==> config.mk <==
export PLATFORM = sky130hd
export DESIGN_NAME = gesture_sequencer_flat
export DESIGN_NICKNAME = d
export VERILOG_FILES = /design/src/rtl/gesture_sequencer_if.sv /design/src/rtl/gesture_sequencer.sv /design/src/flat_wrapper.sv
export SDC_FILE = /design/constraint.sdc
export NUM_CORES = 1
export LEC_CHECK = 0
export ABC_AREA = 1
export CAP_MARGIN = 10
export CELL_PAD_IN_SITES_DETAIL_PLACEMENT = 1
export CELL_PAD_IN_SITES_GLOBAL_PLACEMENT = 2
export CORE_MARGIN = 8
export CORE_UTILIZATION = 36
export CTS_CLUSTER_DIAMETER = 150
export DETAILED_ROUTE_END_ITERATION = 12
export GPL_TIMING_DRIVEN = 0
export HOLD_SLACK_MARGIN = 0.05
export PLACE_DENSITY_LB_ADDON = 0.12
export SLEW_MARGIN = 20
export SYNTH_ARGS = -nofsm -noshare
export SYNTH_HDL_FRONTEND = slang
export SYNTH_SLANG_ARGS = --single-unit
==> constraint.sdc <==
create_clock -name clk -period 3.4 [get_ports clk]
set_clock_uncertainty 0.05 [all_clocks]
set_input_delay 0.68 -clock clk [delete_from_list [all_inputs] [get_ports clk]]
set_output_delay 0.68 -clock clk [all_outputs]
set_load 0.01 [all_outputs]
==> src/rtl/gesture_sequencer_if.sv <==
// Program-write, play-control and gesture-output bundle of the gesture sequencer.
// The master side drives programming and control; the slave side is the sequencer.
interface gesture_sequencer_if #(
  parameter int DEPTH = 8
) ();
  localparam int AW = $clog2(DEPTH);

  logic          wr_en;
  logic [AW-1:0] wr_addr;
  logic [7:0]    wr_gesture;
  logic [7:0]    wr_dwell;
  logic [AW:0]   play_len;
  logic          loop_en;
  logic          start;
  logic          abort;
  logic [7:0]    gesture;
  logic          busy;
  logic [AW-1:0] step;
  logic          done;

  modport master (
    output wr_en, wr_addr, wr_gesture, wr_dwell, play_len, loop_en, start, abort,
    input  gesture, busy, step, done
  );

  modport slave (
    input  wr_en, wr_addr, wr_gesture, wr_dwell, play_len, loop_en, start, abort,
    output gesture, busy, step, done
  );
endinterface

==> src/rtl/gesture_sequencer.sv <==
// Plays a programmed list of {gesture, dwell} steps to the gesture decoder,
// holding each gesture for max(dwell,1) dwell units, optionally looping.
module gesture_sequencer #(
  parameter int DEPTH          = 8,
  parameter int DWELL_UNIT_CYC = 5_000_000
) (
  input  logic               clk,
  input  logic               rst_n,
  gesture_sequencer_if.slave bus
);
  localparam int AW  = $clog2(DEPTH);
  localparam int UCW = (DWELL_UNIT_CYC > 1) ? $clog2(DWELL_UNIT_CYC) : 1;
  localparam logic [UCW-1:0] UNIT_LAST  = UCW'(DWELL_UNIT_CYC - 1);
  localparam logic [UCW-1:0] UNIT_ONE   = UCW'(1);
  localparam logic [AW:0]    DEPTH_LEN  = (AW+1)'(DEPTH);
  localparam logic [AW:0]    LEN_ONE    = (AW+1)'(1);
  localparam logic [AW-1:0]  FIRST_STEP = AW'(0);
  localparam logic [AW-1:0]  STEP_ONE   = AW'(1);

  typedef enum logic [0:0] {
    ST_IDLE = 1'b0,
    ST_PLAY = 1'b1
  } state_e;

  // A zero dwell still plays for one unit, so the down-counter preload is max(d,1)-1.
  function automatic logic [7:0] units_preload(input logic [7:0] dwell);
    units_preload = (dwell == 8'd0) ? 8'd0 : (dwell - 8'd1);
  endfunction

  logic [15:0]    prog_r [DEPTH];
  state_e         state_r,      state_nxt_s;
  logic [7:0]     gesture_r,    gesture_nxt_s;
  logic [AW-1:0]  step_r,       step_nxt_s;
  logic           done_r,       done_nxt_s;
  logic [UCW-1:0] unit_cnt_r,   unit_cnt_nxt_s;
  logic [7:0]     units_left_r, units_left_nxt_s;
  logic [AW:0]    len_r,        len_nxt_s;
  logic           loop_r,       loop_nxt_s;

  logic           start_ok_s;
  logic           unit_end_s;
  logic           last_step_s;
  logic [AW-1:0]  step_inc_s;

  assign start_ok_s  = (bus.play_len != {(AW+1){1'b0}}) && (bus.play_len <= DEPTH_LEN);
  assign unit_end_s  = (unit_cnt_r == UNIT_LAST);
  assign last_step_s = ({1'b0, step_r} == (len_r - LEN_ONE));
  assign step_inc_s  = step_r + STEP_ONE;

  // Program register file: writable only while idle so a running sequence is never disturbed.
  always_ff @(posedge clk or negedge rst_n) begin
    if (!rst_n) begin
      for (int i = 0; i < DEPTH; i++) begin
        prog_r[i] <= 16'h0000;
      end
    end else if (bus.wr_en && (state_r == ST_IDLE)) begin
      prog_r[bus.wr_addr] <= {bus.wr_gesture, bus.wr_dwell};
    end
  end

  // Next-state and next-output decode; abort always takes priority over start and step advance.
  always_comb begin
    state_nxt_s      = state_r;
    gesture_nxt_s    = gesture_r;
    step_nxt_s       = step_r;
    done_nxt_s       = 1'b0;
    unit_cnt_nxt_s   = unit_cnt_r;
    units_left_nxt_s = units_left_r;
    len_nxt_s        = len_r;
    loop_nxt_s       = loop_r;
    case (state_r)
      ST_IDLE: begin
        if (bus.abort) begin
          gesture_nxt_s = 8'h00;
        end else if (bus.start && start_ok_s) begin
          state_nxt_s      = ST_PLAY;
          len_nxt_s        = bus.play_len;
          loop_nxt_s       = bus.loop_en;
          step_nxt_s       = FIRST_STEP;
          gesture_nxt_s    = prog_r[FIRST_STEP][15:8];
          unit_cnt_nxt_s   = {UCW{1'b0}};
          units_left_nxt_s = units_preload(prog_r[FIRST_STEP][7:0]);
        end else begin
          state_nxt_s = ST_IDLE;
        end
      end
      ST_PLAY: begin
        if (bus.abort) begin
          state_nxt_s      = ST_IDLE;
          gesture_nxt_s    = 8'h00;
          step_nxt_s       = FIRST_STEP;
          unit_cnt_nxt_s   = {UCW{1'b0}};
          units_left_nxt_s = 8'd0;
        end else if (!unit_end_s) begin
          unit_cnt_nxt_s = unit_cnt_r + UNIT_ONE;
        end else if (units_left_r != 8'd0) begin
          unit_cnt_nxt_s   = {UCW{1'b0}};
          units_left_nxt_s = units_left_r - 8'd1;
        end else if (!last_step_s) begin
          step_nxt_s       = step_inc_s;
          gesture_nxt_s    = prog_r[step_inc_s][15:8];
          unit_cnt_nxt_s   = {UCW{1'b0}};
          units_left_nxt_s = units_preload(prog_r[step_inc_s][7:0]);
        end else if (loop_r) begin
          step_nxt_s       = FIRST_STEP;
          gesture_nxt_s    = prog_r[FIRST_STEP][15:8];
          unit_cnt_nxt_s   = {UCW{1'b0}};
          units_left_nxt_s = units_preload(prog_r[FIRST_STEP][7:0]);
        end else begin
          state_nxt_s    = ST_IDLE;
          done_nxt_s     = 1'b1;
          unit_cnt_nxt_s = {UCW{1'b0}};
        end
      end
      default: begin
        state_nxt_s   = ST_IDLE;
        gesture_nxt_s = 8'h00;
        step_nxt_s    = FIRST_STEP;
      end
    endcase
  end

  // State, output and counter registers.
  always_ff @(posedge clk or negedge rst_n) begin
    if (!rst_n) begin
      state_r      <= ST_IDLE;
      gesture_r    <= 8'h00;
      step_r       <= FIRST_STEP;
      done_r       <= 1'b0;
      unit_cnt_r   <= {UCW{1'b0}};
      units_left_r <= 8'd0;
      len_r        <= {(AW+1){1'b0}};
      loop_r       <= 1'b0;
    end else begin
      state_r      <= state_nxt_s;
      gesture_r    <= gesture_nxt_s;
      step_r       <= step_nxt_s;
      done_r       <= done_nxt_s;
      unit_cnt_r   <= unit_cnt_nxt_s;
      units_left_r <= units_left_nxt_s;
      len_r        <= len_nxt_s;
      loop_r       <= loop_nxt_s;
    end
  end

  assign bus.gesture = gesture_r;
  assign bus.step    = step_r;
  assign bus.busy    = (state_r == ST_PLAY);
  assign bus.done    = done_r;
endmodule

==> src/flat_wrapper.sv <==
// flat-port wrapper written by rule: the top's interface ports become plain ports
module gesture_sequencer_flat 
#(
  parameter int DEPTH          = 8,
  parameter int DWELL_UNIT_CYC = 5_000_000
)
  (clk, rst_n, bus_wr_en, bus_wr_addr, bus_wr_gesture, bus_wr_dwell, bus_play_len, bus_loop_en, bus_start, bus_abort, bus_gesture, bus_busy, bus_step, bus_done);
  gesture_sequencer_if #(.DEPTH(DEPTH)) bus_i ();
  input  logic clk;
  input  logic rst_n;
  input wire logic [$bits(bus_i.wr_en)-1:0] bus_wr_en;
  input wire logic [$bits(bus_i.wr_addr)-1:0] bus_wr_addr;
  input wire logic [$bits(bus_i.wr_gesture)-1:0] bus_wr_gesture;
  input wire logic [$bits(bus_i.wr_dwell)-1:0] bus_wr_dwell;
  input wire logic [$bits(bus_i.play_len)-1:0] bus_play_len;
  input wire logic [$bits(bus_i.loop_en)-1:0] bus_loop_en;
  input wire logic [$bits(bus_i.start)-1:0] bus_start;
  input wire logic [$bits(bus_i.abort)-1:0] bus_abort;
  output wire logic [$bits(bus_i.gesture)-1:0] bus_gesture;
  output wire logic [$bits(bus_i.busy)-1:0] bus_busy;
  output wire logic [$bits(bus_i.step)-1:0] bus_step;
  output wire logic [$bits(bus_i.done)-1:0] bus_done;
  assign bus_i.wr_en = bus_wr_en;
  assign bus_i.wr_addr = bus_wr_addr;
  assign bus_i.wr_gesture = bus_wr_gesture;
  assign bus_i.wr_dwell = bus_wr_dwell;
  assign bus_i.play_len = bus_play_len;
  assign bus_i.loop_en = bus_loop_en;
  assign bus_i.start = bus_start;
  assign bus_i.abort = bus_abort;
  assign bus_gesture = bus_i.gesture;
  assign bus_busy = bus_i.busy;
  assign bus_step = bus_i.step;
  assign bus_done = bus_i.done;
  gesture_sequencer #(.DEPTH(DEPTH), .DWELL_UNIT_CYC(DWELL_UNIT_CYC)) u_core (.clk(clk), .rst_n(rst_n), .bus(bus_i));
endmodule
==> flow_summary.ini <==
[layout]
regArea_mm2 = 0.004429
fin_util_pct = 42.57
diodes = 0
nets = 1327
area.growth.synth_to_final_pct = 15.84
n_fill_cell = 3167
multi_input_area_mm2 = 0.004103
drive_gt1_share_pct = 5.986

[power]
ir_drop_mv = 0.3741
total_power_mw = 8.816
power.density_mw_per_mm2 = 819.9
p_leak_nw = 5.015

[global_route]
grt_util_met3_pct = 2.393
grt_use_met1_pct = 28.04
grtUsageTotal_pct = 20.02
grt_overflow_total = 0
grt_pass1_vias = 8831
met2_usage_pct = 32.34
gr-max-usage-layer = met2
grt_max_degree = 91
grt_first_pass_wirelength_mm = 49.63
antenna_found_initial = 0

[sta]
post-route-period-util_pct = 89.97
rsz0062_at_grt = no
finalHoldViolCount = 0
max_slew.worst_pin.slew_ns = 0.7216
relSlewSlack_pct = 51.89
max_freq_mhz = 326.9
setup_violations = 0
whs_ns = 0.1774
drv_slew = 0
fin_crit_ns = 3.059

[flow_run]
maxCapViolations = 0

[synthesis]
synth_edf_count = 0
async_reset_ff_share_pct = 100.0
synth_cells = 1229
synth.most_common_cell = nand2_1
synth-seq-cells = 177
synth_commonest_cells = nand2_1 (345), o21ai_0 (195), dfrtp_1 (177), inv_1 (135), nor2_1 (73)
avgSynthCellArea_um2 = 7.552
yosys-top-cells-area = dfrtp_1 (48%), nand2_1 (14%), o21ai_0 (11%)
synth.top_cell.area_share_pct = 47.72
syn-cell-area_mm2 = 0.009281
synth.distinct_cells = 47
syn_nets = 1266
synth_flop_cell = dfrtp_1
yosys.area.top_type = dfrtp_1
ys_seq_area_share_pct = 47.72
yosysWarnings = 0

[detailed_routing]
routed_wl_mm = 29.77
drcViolationCount = 0
drtIter0Drc = 585
antenna_left = 0
drt-vias-per-instance = 5.139
num_vias = 8392
first_pass_iters = 5
detail_route.wl_per_cell_um = 18.23

[worst_setup_path]
cp_data_arrival_time_ns = 3.37
worst_ep_required_time_ns = 3.71
endpoint_kind = flip-flop
r2r_cells = 19
start_kind = flip-flop
crit_path_max_fanout = 10
worstSetupPathType = flip-flop to flip-flop

[clock_tree]
ctsRootBufferMaster = clkbuf_16
insertion_delay_ns = 0.45
clkTransAtPathRegs_ns = 0.09
postCtsHoldBufs = 0
htreeDepth = 4
cts.sinks = 177
cts_tree = yes
cts_resized = 0
cts_buffer_depth = 2
post_cts_buffers = 0
numCtsBuffers = 17

[floorplan]
fp.dieW_um = 176.6
dieArea_mm2 = 0.03118
core_mm2 = 0.02525
rows = 58
initial_core_util_pct = 36.75
die_h_um = 176.6
pin_count = 42

[hold_path]
min_path_type = input port to asynchronous set/reset pin

[run_status]
outcome = finished clean

[placement]
io_buffers = 41
hpwl_mm = 22.66
place_congestion = 0.7689
-- cells in the final DEF, fill, tap and decap left out, drive strengths merged, types with 3 or more instances in the layout --
cell           count
xor2              11
nor4               4
a32oi              8
dfrtp            177
clkbuf            55
ha                 8
nand2            353
clkinv             9
a31oi              4
buf               19
o22ai              4
nand4             14
nor3              17
xnor2              6
o21ai            202
nor2              77
clkdlybuf4s50     40
or2                3
inv              145
a21oi             70
nand3             64
-- where the power goes --
| part | internal [mW] | leakage, nW | switching, mW |
|---|---|---|---|
| Clock | 1.00 | 0.293 | 1.03 |
| Sequential | 2.74 | 2.25 | 0.392 |
| Combinational | 1.22 | 2.48 | 2.43 |
-- sequential cells by signal, summed over array words and instances (netlist names) --
signal	count
u_core.units_left_r	8
u_core.prog_r	128
u_core.loop_r	1
u_core.unit_cnt_r	23
u_core.bus.busy	1
u_core.len_r	4
u_core.bus.step	3
u_core.bus.gesture	8
u_core.bus.done	1
-- path summary, 6_finish.rpt --
check	start	endpoint	slack [ns]
setup / recovery	u_core.bus.step[0]	u_core.units_left_r[2]	0.34
hold / removal	rst_n	u_core.prog_r[66]	0.18
setup reg to reg	u_core.bus.step[0]	u_core.units_left_r[2]	0.34
hold reg to reg	u_core.prog_r[81]	u_core.prog_r[81]	0.44
max in group asynchronous	rst_n	u_core.prog_r[109]	2.17
min in group clk	u_core.prog_r[81]	u_core.prog_r[81]	0.44
-- stage by stage --
stage	std cells	setup TNS [ns]	instance area [um2]	worst slack (ns)
6_report	1633	0	10750	0.3411
5_1_grt	1633	0	10750	0.1047
4_1_cts	1633	0	10750	0.3401
3_5_place_dp	1601	0	10140	0.2294
3_3_place_gp	1600	-1119.00	10100	-6.347
2_1_floorplan	1229	0	9281	0.9652
-- area by class of cell --
cell class,count,area share [%]
clock buffer,18,3.992
buffer,54,2.130
tap,330,3.840
clock inverter,14,1.676
timing repair buffer,42,4.120
multi-input combinational,858,38.16
sequential,177,41.20
inverter,140,4.888
-- cell families (layout without fill, tap and decap cells) --
logic type,count (synthesis),count (layout),synth area share (%)
buffers and inverters,194,268,8.129
adders and majority gates,8,8,1.079
AOI/OAI and AO/OA,298,298,16.97
DFF,177,177,47.72
xor gates and xnor gates,17,17,1.766
muxes,1,1,0.1213
and+or+nand+nor,534,534,24.21
-- worst max-delay path, cell delays in order (launching register included) --
cell and delay (ns):
dfrtp_1 0.44, ha_1 0.30, buf_2 0.19, inv_1 0.12, buf_2 0.27, o21ai_0 0.14
o21ai_0 0.20, nand2_1 0.09, nand2_2 0.20, inv_1 0.10, ha_1 0.18, inv_1 0.05
nor2_1 0.04, nand2_1 0.07, nand2_2 0.10, inv_2 0.11, nand2_1 0.06, nand2_1 0.07
nand2_1 0.05, a21oi_1 0.14
-- routing by layer --
metal / share of wire (%) / vias to the layer above / wire length, um
met5: 0 / - / 0
met4: 1.3 / 0 / 385
met3: 2.0 / 22 / 610
met2: 47 / 108 / 13920
met1: 50 / 4132 / 14850
li1: - / 4130 / -
(Power assumes the default switching activity.)
